**src/rtl/irq_request_unit_if.sv**
```systemverilog
// CPU-side bus of the interrupt-request unit: IF register access plus the
// request/acknowledge pair shared with the SM83 core.
interface irq_request_unit_if;
  logic [15:0] A;
  logic [7:0]  D_IN;
  logic        RD;
  logic        WR;
  logic [7:0]  D_OUT;
  logic        D_OE;
  logic [7:0]  CPU_IRQ_TRIG;
  logic [7:0]  CPU_IRQ_ACK;

  modport master (
    output A, D_IN, RD, WR, CPU_IRQ_ACK,
    input  D_OUT, D_OE, CPU_IRQ_TRIG
  );

  modport slave (
    input  A, D_IN, RD, WR, CPU_IRQ_ACK,
    output D_OUT, D_OE, CPU_IRQ_TRIG
  );
endinterface

```
**src/rtl/irq_request_unit.sv**
```systemverilog
// Interrupt-request front end: edge-detects peripheral requests into IF (0xFF0F),
// debounces the joypad lines and raises WAKE on an accepted press.
module irq_request_unit #(
  parameter logic [15:0] IF_ADDR    = 16'hFF0F,
  parameter int unsigned JOY_FILTER = 4
) (
  input  logic                CLK,
  input  logic                SYNC_RESET,
  input  logic                VBLANK_REQ,
  input  logic                STAT_REQ,
  input  logic                TIMER_REQ,
  input  logic                SERIAL_REQ,
  input  logic [3:0]          nJOY,
  irq_request_unit_if.slave   bus,
  output logic                WAKE
);

  localparam logic [3:0] JOY_LAST = 4'(JOY_FILTER - 1);

  typedef enum logic {
    JOY_IDLE  = 1'b0,
    JOY_COUNT = 1'b1
  } joy_state_t;

  joy_state_t joy_state;
  logic [3:0] joy_stable;
  logic [3:0] joy_prev;
  logic [3:0] joy_cnt;
  logic       joy_accept;

  logic [4:0] if_reg;
  logic [4:0] if_next;
  logic [3:0] src;
  logic [3:0] prev_src;
  logic [4:0] src_edge;
  logic       wr_d;
  logic       wstb;
  logic       read_hit;
  logic [7:0] trig;
  logic       wake_q;
  logic       unused_bits;

  // Request edges and the IF next-state: a fresh edge beats an ack, an ack beats a write.
  always_comb begin
    src         = {SERIAL_REQ, TIMER_REQ, STAT_REQ, VBLANK_REQ};
    joy_accept  = (joy_state == JOY_COUNT) && (nJOY != joy_stable) &&
                  (nJOY == joy_prev) && (joy_cnt == JOY_LAST);
    src_edge    = {joy_accept && ((joy_stable & ~nJOY) != 4'h0), src & ~prev_src};
    wstb        = bus.WR && !wr_d && (bus.A == IF_ADDR);
    if_next     = ((wstb ? bus.D_IN[4:0] : if_reg) & ~bus.CPU_IRQ_ACK[4:0]) | src_edge;
    read_hit    = bus.RD && (bus.A == IF_ADDR);
    unused_bits = ^{bus.D_IN[7:5], bus.CPU_IRQ_ACK[7:5]};
  end

  assign bus.D_OE         = read_hit;
  assign bus.D_OUT        = read_hit ? {3'b111, if_reg} : 8'h00;
  assign bus.CPU_IRQ_TRIG = trig;
  assign WAKE             = wake_q;

  // One shared counter debounces all four joypad lines; any raw change restarts it.
  always_ff @(posedge CLK) begin
    if (SYNC_RESET) begin
      if_reg     <= 5'h00;
      prev_src   <= 4'h0;
      wr_d       <= 1'b0;
      trig       <= 8'h00;
      wake_q     <= 1'b0;
      joy_stable <= 4'hF;
      joy_prev   <= 4'hF;
      joy_cnt    <= 4'h0;
      joy_state  <= JOY_IDLE;
    end else begin
      if_reg   <= if_next;
      prev_src <= src;
      wr_d     <= bus.WR;
      trig     <= {3'b000, if_next};
      wake_q   <= src_edge[4];
      joy_prev <= nJOY;
      case (joy_state)
        JOY_IDLE: begin
          if (nJOY != joy_stable) begin
            joy_state <= JOY_COUNT;
            joy_cnt   <= 4'h0;
          end
        end
        JOY_COUNT: begin
          if (nJOY == joy_stable) begin
            joy_state <= JOY_IDLE;
            joy_cnt   <= 4'h0;
          end else if (nJOY != joy_prev) begin
            joy_cnt <= 4'h0;
          end else if (joy_cnt == JOY_LAST) begin
            joy_stable <= nJOY;
            joy_cnt    <= 4'h0;
            joy_state  <= JOY_IDLE;
          end else begin
            joy_cnt <= joy_cnt + 4'h1;
          end
        end
        default: begin
          joy_state <= JOY_IDLE;
          joy_cnt   <= 4'h0;
        end
      endcase
    end
  end

endmodule
```
**src/flat_wrapper.sv**
```systemverilog
// flat-port wrapper written by rule: the top's interface ports become plain ports
module irq_request_unit_flat 
#(
  parameter logic [15:0] IF_ADDR    = 16'hFF0F,
  parameter int unsigned JOY_FILTER = 4
)
  (CLK, SYNC_RESET, VBLANK_REQ, STAT_REQ, TIMER_REQ, SERIAL_REQ, nJOY, WAKE, bus_A, bus_D_IN, bus_RD, bus_WR, bus_CPU_IRQ_ACK, bus_D_OUT, bus_D_OE, bus_CPU_IRQ_TRIG);
  irq_request_unit_if bus_i ();
  input  logic CLK;
  input  logic SYNC_RESET;
  input  logic VBLANK_REQ;
  input  logic STAT_REQ;
  input  logic TIMER_REQ;
  input  logic SERIAL_REQ;
  input  logic [3:0] nJOY;
  output logic WAKE;
  input wire logic [$bits(bus_i.A)-1:0] bus_A;
  input wire logic [$bits(bus_i.D_IN)-1:0] bus_D_IN;
  input wire logic [$bits(bus_i.RD)-1:0] bus_RD;
  input wire logic [$bits(bus_i.WR)-1:0] bus_WR;
  input wire logic [$bits(bus_i.CPU_IRQ_ACK)-1:0] bus_CPU_IRQ_ACK;
  output wire logic [$bits(bus_i.D_OUT)-1:0] bus_D_OUT;
  output wire logic [$bits(bus_i.D_OE)-1:0] bus_D_OE;
  output wire logic [$bits(bus_i.CPU_IRQ_TRIG)-1:0] bus_CPU_IRQ_TRIG;
  assign bus_i.A = bus_A;
  assign bus_i.D_IN = bus_D_IN;
  assign bus_i.RD = bus_RD;
  assign bus_i.WR = bus_WR;
  assign bus_i.CPU_IRQ_ACK = bus_CPU_IRQ_ACK;
  assign bus_D_OUT = bus_i.D_OUT;
  assign bus_D_OE = bus_i.D_OE;
  assign bus_CPU_IRQ_TRIG = bus_i.CPU_IRQ_TRIG;
  irq_request_unit #(.IF_ADDR(IF_ADDR), .JOY_FILTER(JOY_FILTER)) u_core (.CLK(CLK), .SYNC_RESET(SYNC_RESET), .VBLANK_REQ(VBLANK_REQ), .STAT_REQ(STAT_REQ), .TIMER_REQ(TIMER_REQ), .SERIAL_REQ(SERIAL_REQ), .nJOY(nJOY), .bus(bus_i), .WAKE(WAKE));
endmodule
```
**config.mk**
```make
export PLATFORM = sky130hd
export DESIGN_NAME = irq_request_unit_flat
export DESIGN_NICKNAME = d
export VERILOG_FILES = /design/src/rtl/irq_request_unit_if.sv /design/src/rtl/irq_request_unit.sv /design/src/flat_wrapper.sv
export SDC_FILE = /design/constraint.sdc
export NUM_CORES = 1
export LEC_CHECK = 0
export ABC_AREA = 1
export CAP_MARGIN = 20
export CORE_MARGIN = 1
export CORE_UTILIZATION = 42
export DETAILED_ROUTE_END_ITERATION = 12
export GPL_ROUTABILITY_DRIVEN = 0
export PLACE_DENSITY = 0.83
export SLEW_MARGIN = 20
export SYNTH_ARGS = -nofsm -noshare
export SYNTH_HDL_FRONTEND = slang
export SYNTH_SLANG_ARGS = --single-unit
```
**constraint.sdc**
```tcl
create_clock -name CLK -period 1.7 [get_ports CLK]
set_clock_uncertainty 0.2 [all_clocks]
set_input_delay 0.34 -clock CLK [delete_from_list [all_inputs] [get_ports CLK]]
set_output_delay 0.34 -clock CLK [all_outputs]
set_load 0.01 [all_outputs]
```
==> results.json, run 1 <==
{
  "mostFrequentLayoutCells": "nand2_1 (48), inv_1 (35), buf_4 (30), nor2_1 (29), dfxtp_1 (24)",
  "cp-end-kind": "primary output",
  "rsz0062_at_grt": "true",
  "clkTransAtPathRegs_ns": 0.13,
  "syn_area_sq_um": 1410,
  "via_per_inst": 4.67,
  "routed_wl_mm": 3.93,
  "yosys_warnings": 0,
  "grt_overflow": 0,
  "worstPathArrival_ns": 1.23,
  "synth.avg_cell_area_sq_um": 6.59,
  "p_leak_uw": 0.00122,
  "die_w_um": 59.9,
  "die_area_sq_um": 3590,
  "route.detailed.drc": 0,
  "synth_top_area_share_pct": 34.1,
  "min_period_over_period_pct": 104,
  "area_growth_syn_to_layout_pct": 56.3,
  "clkLatencyLatePin_ns": 0.31,
  "clock-root-buffer": "clkbuf_4",
  "synth-main-ff-cell": "dfxtp_1",
  "hold_buffers": 0,
  "die_y_um": 59.9,
  "ios": 62,
  "fmax_mhz": 565,
  "cts_sinks": 24,
  "path_buf_inv": 3,
  "io_buffers": 52,
  "crit_required_ns": 1.16,
  "yosys-top-cells-area": "dfxtp_1 (34%), nand2_1 (13%), inv_1 (10%)",
  "setup_viol": 9,
  "via_count": 1577,
  "largest_reg_flops": 5,
  "vdd_drop_max_uv": 366,
  "fin_ws_ns": -0.0696,
  "path_delay_family": "simple AND/OR/NAND/NOR gates",
  "ys_ff_latch": 24,
  "post_dp_cell_area_sq_um": 2080,
  "start_util_pct": 45.1,
  "numCtsBuffers": 3,
  "cp_max_fo": 6,
  "seq_area_frac_synth_pct": 34.1,
  "drv_cap": 0,
  "yosysTopAreaCell": "dfxtp_1",
  "wire_per_inst_um": 11.6,
  "slowest_stage": "nor2_1",
  "start_kind": "input pin",
  "max_stage_delay_ns": 0.15,
  "grt_pass1_wl_mm": 5.98,
  "grt_usage_pct": 22.5,
  "finalPower_uw": 1120,
  "worstSetupPathType": "input pin to primary output",
  "diodes": 0,
  "hold_viol_final": 0,
  "postRouteAntennaNets": 0,
  "final_cell_area_sq_um": 2200,
  "antenna_found_initial": 0,
  "ys_async_sr_fraction_pct": 0,
  "first_pass_iters": 4,
  "hpwlAfterDp_mm": 2.85,
  "status": "finished, violations left",
  "min_path_type": "input pin to flop",
  "final_util_pct": 70.5,
  "cts_htree_levels": 1,
  "ys_types": 26,
  "crit_chain": "buf_2 -> nand2_1 -> nor2_1 -> nand2_1 -> nor2_2 -> nand2_2 -> inv_2 -> buf_2",
  "min_period_ns": 1.77,
  "power_density_nw_per_um2": 509,
  "grt_max_degree": 13,
  "grt_pass1_vias": 1505,
  "final_common_cell": "nand2_1",
  "num_rows": 20,
  "drive_gt1_share_pct": 31.3,
  "layout.nets": 345,
  "core-area_sq_um": 3130,
  "cts_buffer_depth": 2,
  "finalMaxSlewViolations": 0,
  "synth_edf_count": 0,
  "cts_tree": "done",
  "violations": "negative setup slack",
  "synth_cells": 214,
  "drt-initial-drc-count": 73
}
-- worst paths after layout --
check	depth (start not counted)	end	startpoint	slack, ns
worst max-delay path	8	bus_D_OE	bus_A[8]	-0.07
worst min-delay path	4	u_core.joy_prev[1]	nJOY[1]	0.21
worst min register to register	3	u_core.if_reg[2]	u_core.prev_src[2]	0.27
worst max register to register	6	u_core.joy_stable[3]	u_core.joy_cnt[0]	0.16
-- power by group --
| part | internal, uW | total (uW) | switching [uW] |
|---|---|---|---|
| clock network | 82.8 | 247 | 164 |
| logic | 151 | 281 | 130 |
| registers | 583 | 595 | 11.3 |
-- logic make-up after synthesis --
| family | Yosys count | synth area share [%] |
|---|---|---|
| xor+xnor | 1 | 0.621 |
| flops | 24 | 34.1 |
| other cells | 1 | 0.266 |
| fa+ha+maj | 5 | 4.44 |
| simple gates | 122 | 41.3 |
| buf+inv | 53 | 16.3 |
| compound gates | 8 | 2.93 |
-- worst min-delay path, delay by kind of cell --
family	cells	cell delay [ns]
buffers and inverters	3	0.32
and+or+nand+nor	1	0.04
-- synthesized netlist by cell type (2+ instances only) --
master / instances
nand2_2: 4
nand3_1: 23
buf_4: 6
nor2_1: 30
ha_1: 5
a21oi_1: 5
nand4_1: 6
o21ai_0: 2
inv_2: 6
nand3_2: 2
inv_1: 38
dfxtp_1: 24
nand2_1: 50
-- what timing repair did --
action | in CTS | in global routing
setup endpoints to repair | 23 | 20
hold endpoints to repair | 0 | 0
pin swaps | 22 | 18
setup buffers | 12 | 1
resized for setup | 115 | 11
-- routing by layer --
| metal | up-vias | GRT usage [%] | part of all wire [%] |
|---|---|---|---|
| met1 | 704 | 21.6 | 38 |
| met2 | 64 | 45.6 | 51 |
| met3 | 6 | 4.76 | 9.4 |
| li1 | 803 | - | - |
| met5 | - | 0 | 0 |
| met4 | 0 | 8.31 | 1.3 |
-- through the flow --
stage | hold slack (ns) | setup TNS, ns | worst slack [ns] | cells
floorplan | 0.223 | 0 | 0.0448 | 216
global placement | 0.235 | -11.25 | -0.803 | 324
detailed placement | 0.240 | -11.81 | -0.843 | 324
CTS | 0.272 | -0.0768 | -0.0304 | 339
global route | 0.221 | -1.10 | -0.128 | 338
finish | 0.210 | -0.478 | -0.0696 | 338
-- final cells by class --
| cell class | count | area [sq um] |
|---|---|---|
| fillers | 251 | 923 |
| multi-input cells | 139 | 801 |
| repair buffers | 82 | 672 |
| flip-flops and latches | 24 | 480 |
| inverters | 46 | 174 |
| well taps | 44 | 55.1 |
| clock buffers | 3 | 22.5 |
Note: power is estimated with default switching activity, not from simulation.
==> run 2: changes to the inputs <==
--- a/config.mk
+++ b/config.mk
@@ -5,13 +5,12 @@
 export SDC_FILE = /design/constraint.sdc
 export NUM_CORES = 1
 export LEC_CHECK = 0
-export ABC_AREA = 1
 export CAP_MARGIN = 20
 export CORE_MARGIN = 1
-export CORE_UTILIZATION = 42
+export CORE_UTILIZATION = 39
 export DETAILED_ROUTE_END_ITERATION = 12
 export GPL_ROUTABILITY_DRIVEN = 0
-export PLACE_DENSITY = 0.83
+export PLACE_DENSITY = 0.82
 export SLEW_MARGIN = 20
 export SYNTH_ARGS = -nofsm -noshare
 export SYNTH_HDL_FRONTEND = slang
==> run 2 against run 1 <==
Against the previous run: the flow finishes with violations (design-rule violations, negative setup slack); combinational power shrank 20%; synthesized cell count shrank 37%; first-iteration DRC count shrank 49%; critical endpoint is now bus_D_OUT[4]; highest routed layer unchanged.
==> results.json, run 2 <==
{
  "finalPower_uw": 1060,
  "hpwlAfterDp_mm": 2.72,
  "seq_area_frac_synth_pct": 39.3,
  "min_path_type": "input pin to flop",
  "numCtsBuffers": 3,
  "cp_max_fo": 4,
  "postRouteAntennaNets": 0,
  "vdd_drop_max_uv": 512,
  "route.detailed.drc": 9,
  "grt_usage_pct": 23.2,
  "p_int_uw": 800,
  "routed_wl_mm": 3.60,
  "ys_types": 35,
  "crit_start": "bus_A[7]",
  "syn_area_sq_um": 1220,
  "timing.rr.start": "u_core.joy_stable[1]",
  "grt_overflow": 0,
  "yosys_warnings": 0,
  "antenna_found_initial": 0,
  "combPwrFrac_pct": 21.3,
  "synth.avg_cell_area_sq_um": 9.06,
  "netlist_top_cells_count": "dfxtp_1 (24), nand2_1 (11), nor2b_1 (10)",
  "p_clk_share_pct": 22.7,
  "clkLatencyLatePin_ns": 0.32,
  "grt_max_degree": 13,
  "yosysTopAreaCell": "dfxtp_1",
  "cts_htree_levels": 1,
  "ios": 62,
  "start_util_pct": 42.9,
  "via_count": 1329,
  "min_period_over_period_pct": 120,
  "yosys-top-cells-area": "dfxtp_1 (39%), ha_1 (5.1%), nor2b_1 (5.1%)",
  "status": "finished, violations left",
  "worstPathArrival_ns": 1.50,
  "cp-end-kind": "primary output",
  "synth_cells": 135,
  "num_rows": 19,
  "cts_buffer_depth": 2,
  "grt_pass1_wl_mm": 5.90,
  "clkTransAtPathRegs_ns": 0.11,
  "worstSetupPathType": "input pin to primary output",
  "ys_ff_latch": 24,
  "whs_ns": 0.182,
  "hold_viol_final": 0,
  "synth-main-ff-cell": "dfxtp_1",
  "cts_tree": "done",
  "fin_ws_ns": -0.337,
  "die_w_um": 58.0,
  "clock-root-buffer": "clkbuf_4",
  "ys_async_sr_fraction_pct": 0,
  "start_kind": "input pin",
  "mostFrequentLayoutCells": "buf_4 (26), clkdlybuf4s50_1 (17), dfxtp_1 (17), buf_6 (12), nand2_1 (11)",
  "synth_top_area_share_pct": 39.3,
  "diodes": 0,
  "power_density_nw_per_um2": 516,
  "grt_pass1_vias": 1391,
  "area_growth_syn_to_layout_pct": 67.9,
  "via_per_inst": 5.45,
  "layout.nets": 264,
  "drt-initial-drc-count": 37,
  "cts_sinks": 24,
  "die_y_um": 58.0,
  "ff2ff_setup_slack_ns": 0.02,
  "rsz0062_at_grt": "true",
  "min-delay-start": "nJOY[2]",
  "die_area_sq_um": 3370,
  "synth_edf_count": 0,
  "largest_reg_flops": 5,
  "first_pass_iters": 8,
  "io_buffers": 52,
  "setup_viol": 9,
  "wire_per_inst_um": 14.7,
  "synth.most_common_cell": "dfxtp_1",
  "fillers": 211,
  "drv_cap": 0,
  "violations": "design-rule violations, negative setup slack",
  "post-place-ws_ns": -1.02,
  "min_period_ns": 2.04,
  "final_common_cell": "buf_4",
  "seqPwrFrac_pct": 56.0,
  "core-area_sq_um": 2850,
  "drive_gt1_share_pct": 37.6,
  "fmax_mhz": 491,
  "crit_required_ns": 1.16,
  "p_leak_uw": 0.000907,
  "finalMaxSlewViolations": 0,
  "sw_frac_of_total_pct": 24.6,
  "power.switching_uw": 261
}
[run 2: cell count changes in the layout (fill, tap and decap cells not counted), sizes merged, moves of 5 or more]
cell    delta
nand2     -44
inv       -39
nor2      -25
nand3     -22
nor2b     +10
buf        -9
and3       +7
clkbuf     +5
[run 2: cell type report]
class,instances,area (sq um),area share [%]
multi-input cells,99,798,38.9
repair buffers,81,683,33.3
flip-flops and latches,24,489,23.8
well taps,31,38.8,1.89
clock buffers,3,22.5,1.10
inverters,6,22.5,1.10
[run 2: worst paths after layout]
path / to / depth (start not counted)
max: bus_D_OUT[4] / 8
min: u_core.joy_prev[2] / 3
max reg2reg: u_core.joy_cnt[2] / 5
min reg2reg: u_core.joy_stable[3] / 2
[run 2: repair_timing]
item                                    CTS  global route
pin swaps                                18            10
resized for setup                       109            27
buffers inserted                          5             4
hold buffers                              0             0
gates cloned                              0             0
endpoints found under the setup margin   29            18
endpoints found under the hold margin     0             0
[run 2: routing by layer]
layer  vias up  wire [um]  GRT usage (%)
met1       619       1250           22.2
li1        639          -              -
met2        65       1930           46.3
met3         6        344           4.91
met4         0         69           10.5
met5         -          0              0
[run 2: worst max-delay path, cell delays in order]
cell       delay, ns
buf_6           0.09
nand4bb_4       0.22
nor4_4          0.25
buf_4           0.15
buf_6           0.09
buf_6           0.09
and3_4          0.18
buf_6           0.09
[run 2: logic make-up (layout without fill, tap and decap cells)]
kind of cell,count (synthesis),in the layout,share of synthesized area (%)
AND/OR/NAND/NOR,64,64,32.0
flip-flops,24,24,39.3
AO/OA/AOI/OAI,22,22,12.8
buffers and inverters,14,90,6.85
adder cells (fa/ha/maj),5,5,5.11
XOR/XNOR,4,4,2.86
other,1,3,0.306
multiplexers,1,1,0.818
[run 2: per-stage QoR]
stage	instances	TNS, ns	util (%)	instance area (sq um)
finish	244	-2.49	72.0	2050
floorplan	137	-0.849	-	1250
global placement	233	-15.45	66.8	1910
global route	244	-3.03	72.0	2050
detailed placement	233	-16.99	66.8	1910
CTS	241	-2.66	70.0	2000
[run 2: power groups by stage]
| stage | registers (uW) | clock network, uW | logic [uW] |
|---|---|---|---|
| global route | 598 | 279 | 243 |
| detailed placement | 607 | 0 | 231 |
| floorplan | 608 | 0 | 79.3 |
| CTS | 593 | 248 | 221 |
| global placement | 606 | 0 | 224 |
| finish | 595 | 241 | 226 |
==> run 3: changes to the inputs <==
==> constraint.sdc (replaced) <==
create_clock -name CLK -period 2.2 [get_ports CLK]
set_clock_uncertainty 0.2 [all_clocks]
set_input_delay 0.44 -clock CLK [delete_from_list [all_inputs] [get_ports CLK]]
set_output_delay 0.44 -clock CLK [all_outputs]
set_load 0.01 [all_outputs]
==> run 3 against run 2 <==
Against the previous run: the run still ends with design-rule violations, negative setup slack left; global-route usage is 2.8 points lower; non-clock buffer count is 14 lower; routed wire length is 14% lower; register-to-register slack better by 0.33 ns; sequential cell count stayed put; core utilization is 6.4 points lower; sequential share of layout area is 1.9 points higher; critical endpoint is now bus_D_OUT[6]; largest power group unchanged.
==> results.json, run 3 (synthesis gave the netlist of run 2 again) <==
{
  "hold_buffers": 0,
  "antenna_found_initial": 0,
  "final_cell_area_sq_um": 1870,
  "cp-end-kind": "primary output",
  "hpwlAfterDp_mm": 2.46,
  "seqPwrFrac_pct": 48.5,
  "grt_max_degree": 15,
  "fin_ws_ns": -0.00270,
  "io_buffers": 52,
  "largest_reg_flops": 5,
  "mostFrequentLayoutCells": "clkdlybuf4s50_1 (27), dfxtp_1 (24), buf_4 (14), nand2_1 (11), nor2b_1 (10)",
  "diodes": 0,
  "crit_required_ns": 1.56,
  "final_common_cell": "clkdlybuf4s50_1",
  "multi_input_area_sq_um": 691,
  "worstSetupPathType": "input pin to primary output",
  "min_path_cells": 2,
  "cts_buffer_depth": 2,
  "min_path_type": "flop to flop",
  "sw_frac_of_total_pct": 22.7,
  "cp_max_fo": 7,
  "fmax_mhz": 454,
  "start_util_pct": 42.9,
  "cts_tree": "done",
  "grt_pass1_vias": 1261,
  "grt_usage_pct": 20.4,
  "via_per_inst": 5.26,
  "clkTransAtPathRegs_ns": 0.14,
  "drive_gt1_share_pct": 21.0,
  "finalMaxSlewViolations": 0,
  "setup_viol": 4,
  "post_dp_cell_area_sq_um": 1830,
  "min_period_over_period_pct": 100,
  "postRouteAntennaNets": 0,
  "wire_per_inst_um": 13.4,
  "cts_htree_levels": 1,
  "die_area_sq_um": 3370,
  "min_period_ns": 2.20,
  "vdd_drop_max_uv": 318,
  "numCtsBuffers": 3,
  "num_rows": 19,
  "area.sequential_sq_um": 480,
  "clock-root-buffer": "clkbuf_4",
  "area_growth_syn_to_layout_pct": 52.9,
  "route.detailed.drc": 9,
  "start_kind": "input pin",
  "die_y_um": 58.0,
  "combPwrFrac_pct": 16.7,
  "core-area_sq_um": 2850,
  "status": "finished, violations left",
  "r2r_cells": 5,
  "p_leak_uw": 0.000827,
  "routed_wl_mm": 3.09,
  "ios": 62,
  "grt_pass1_wl_mm": 5.30,
  "violations": "design-rule violations, negative setup slack",
  "drv_cap": 0,
  "p_int_uw": 732,
  "finalPower_uw": 947,
  "first_pass_iters": 10,
  "die_w_um": 58.0,
  "grt_overflow": 0,
  "drt-initial-drc-count": 55,
  "p_clk_share_pct": 34.8,
  "layout.nets": 250,
  "power.switching_uw": 215,
  "hold_viol_final": 0,
  "fillers": 236,
  "clkLatencyLatePin_ns": 0.34,
  "cts_sinks": 24,
  "via_count": 1216,
  "power_density_nw_per_um2": 506,
  "worstPathArrival_ns": 1.56,
  "rsz0062_at_grt": "true"
}
[run 3: changes by cell type in the layout (fill, tap and decap cells not counted), sizes merged]
cell,change
buf,-15
bufinv,+1
clkbuf,-3
clkdlybuf4s50,+10
dlygate4sd2,-6
[run 3: stage by stage]
step | hold slack [ns] | worst slack, ns | cells | utilization [%] | TNS [ns]
floorplan | 0.267 | 0.0408 | 137 | - | 0
global placement | 0.284 | -0.699 | 225 | 64.0 | -7.14
detailed placement | 0.289 | -0.706 | 225 | 64.0 | -7.74
CTS | 0.322 | -0.0557 | 232 | 65.9 | -0.222
global route | 0.341 | -0.0712 | 231 | 65.6 | -0.278
finish | 0.324 | -0.00270 | 231 | 65.6 | -0.00942
[run 3: path summary, 6_finish.rpt]
check | end | slack [ns] | from
setup reg to reg | u_core.joy_stable[2] | 0.35 | u_core.joy_cnt[0]
setup / recovery | bus_D_OUT[6] | -0.003 | bus_A[5]
hold / removal | u_core.joy_stable[1] | 0.32 | u_core.joy_stable[1]
hold reg to reg | u_core.joy_stable[1] | 0.32 | u_core.joy_stable[1]
[run 3: routing by layer]
layer | wire length, um | global-route usage, % | part of all wire (%) | up-vias
met5 | 0 | 0 | 0 | -
met4 | 32 | 6.12 | 1.0 | 0
met2 | 1600 | 40.9 | 52 | 53
li1 | - | - | - | 607
met1 | 1170 | 20.4 | 38 | 553
met3 | 292 | 4.91 | 9.5 | 3
[run 3: repair_timing]
action | CTS | global route
setup endpoints to repair | 9 | 9
gates resized for setup | 77 | 8
buffers inserted | 3 | 0
pin swaps | 5 | 4
[run 3: power by group through the flow]
stage	logic [uW]	registers [uW]	clock network [uW]
2_1_floorplan	59.6	469	0
3_3_place_gp	160	468	0
3_5_place_dp	165	470	0
4_1_cts	158	460	331
5_1_grt	173	462	351
6_report	158	460	329
[run 3: critical path, cell delays in order]
cell             delay (ns)
clkdlybuf4s15_1        0.16
nand4bb_4              0.19
nor4_4                 0.22
buf_4                  0.19
buf_6                  0.10
and2_4                 0.17
buf_6                  0.10
[run 3: cell type report]
cell class              count  area share [%]
multi-input cells          99            36.9
repair buffers             67            31.3
flip-flops and latches     24            25.7
well taps                  31            2.07
clock inverters             1            1.61
clock buffers               3            1.20
inverters                   6            1.20
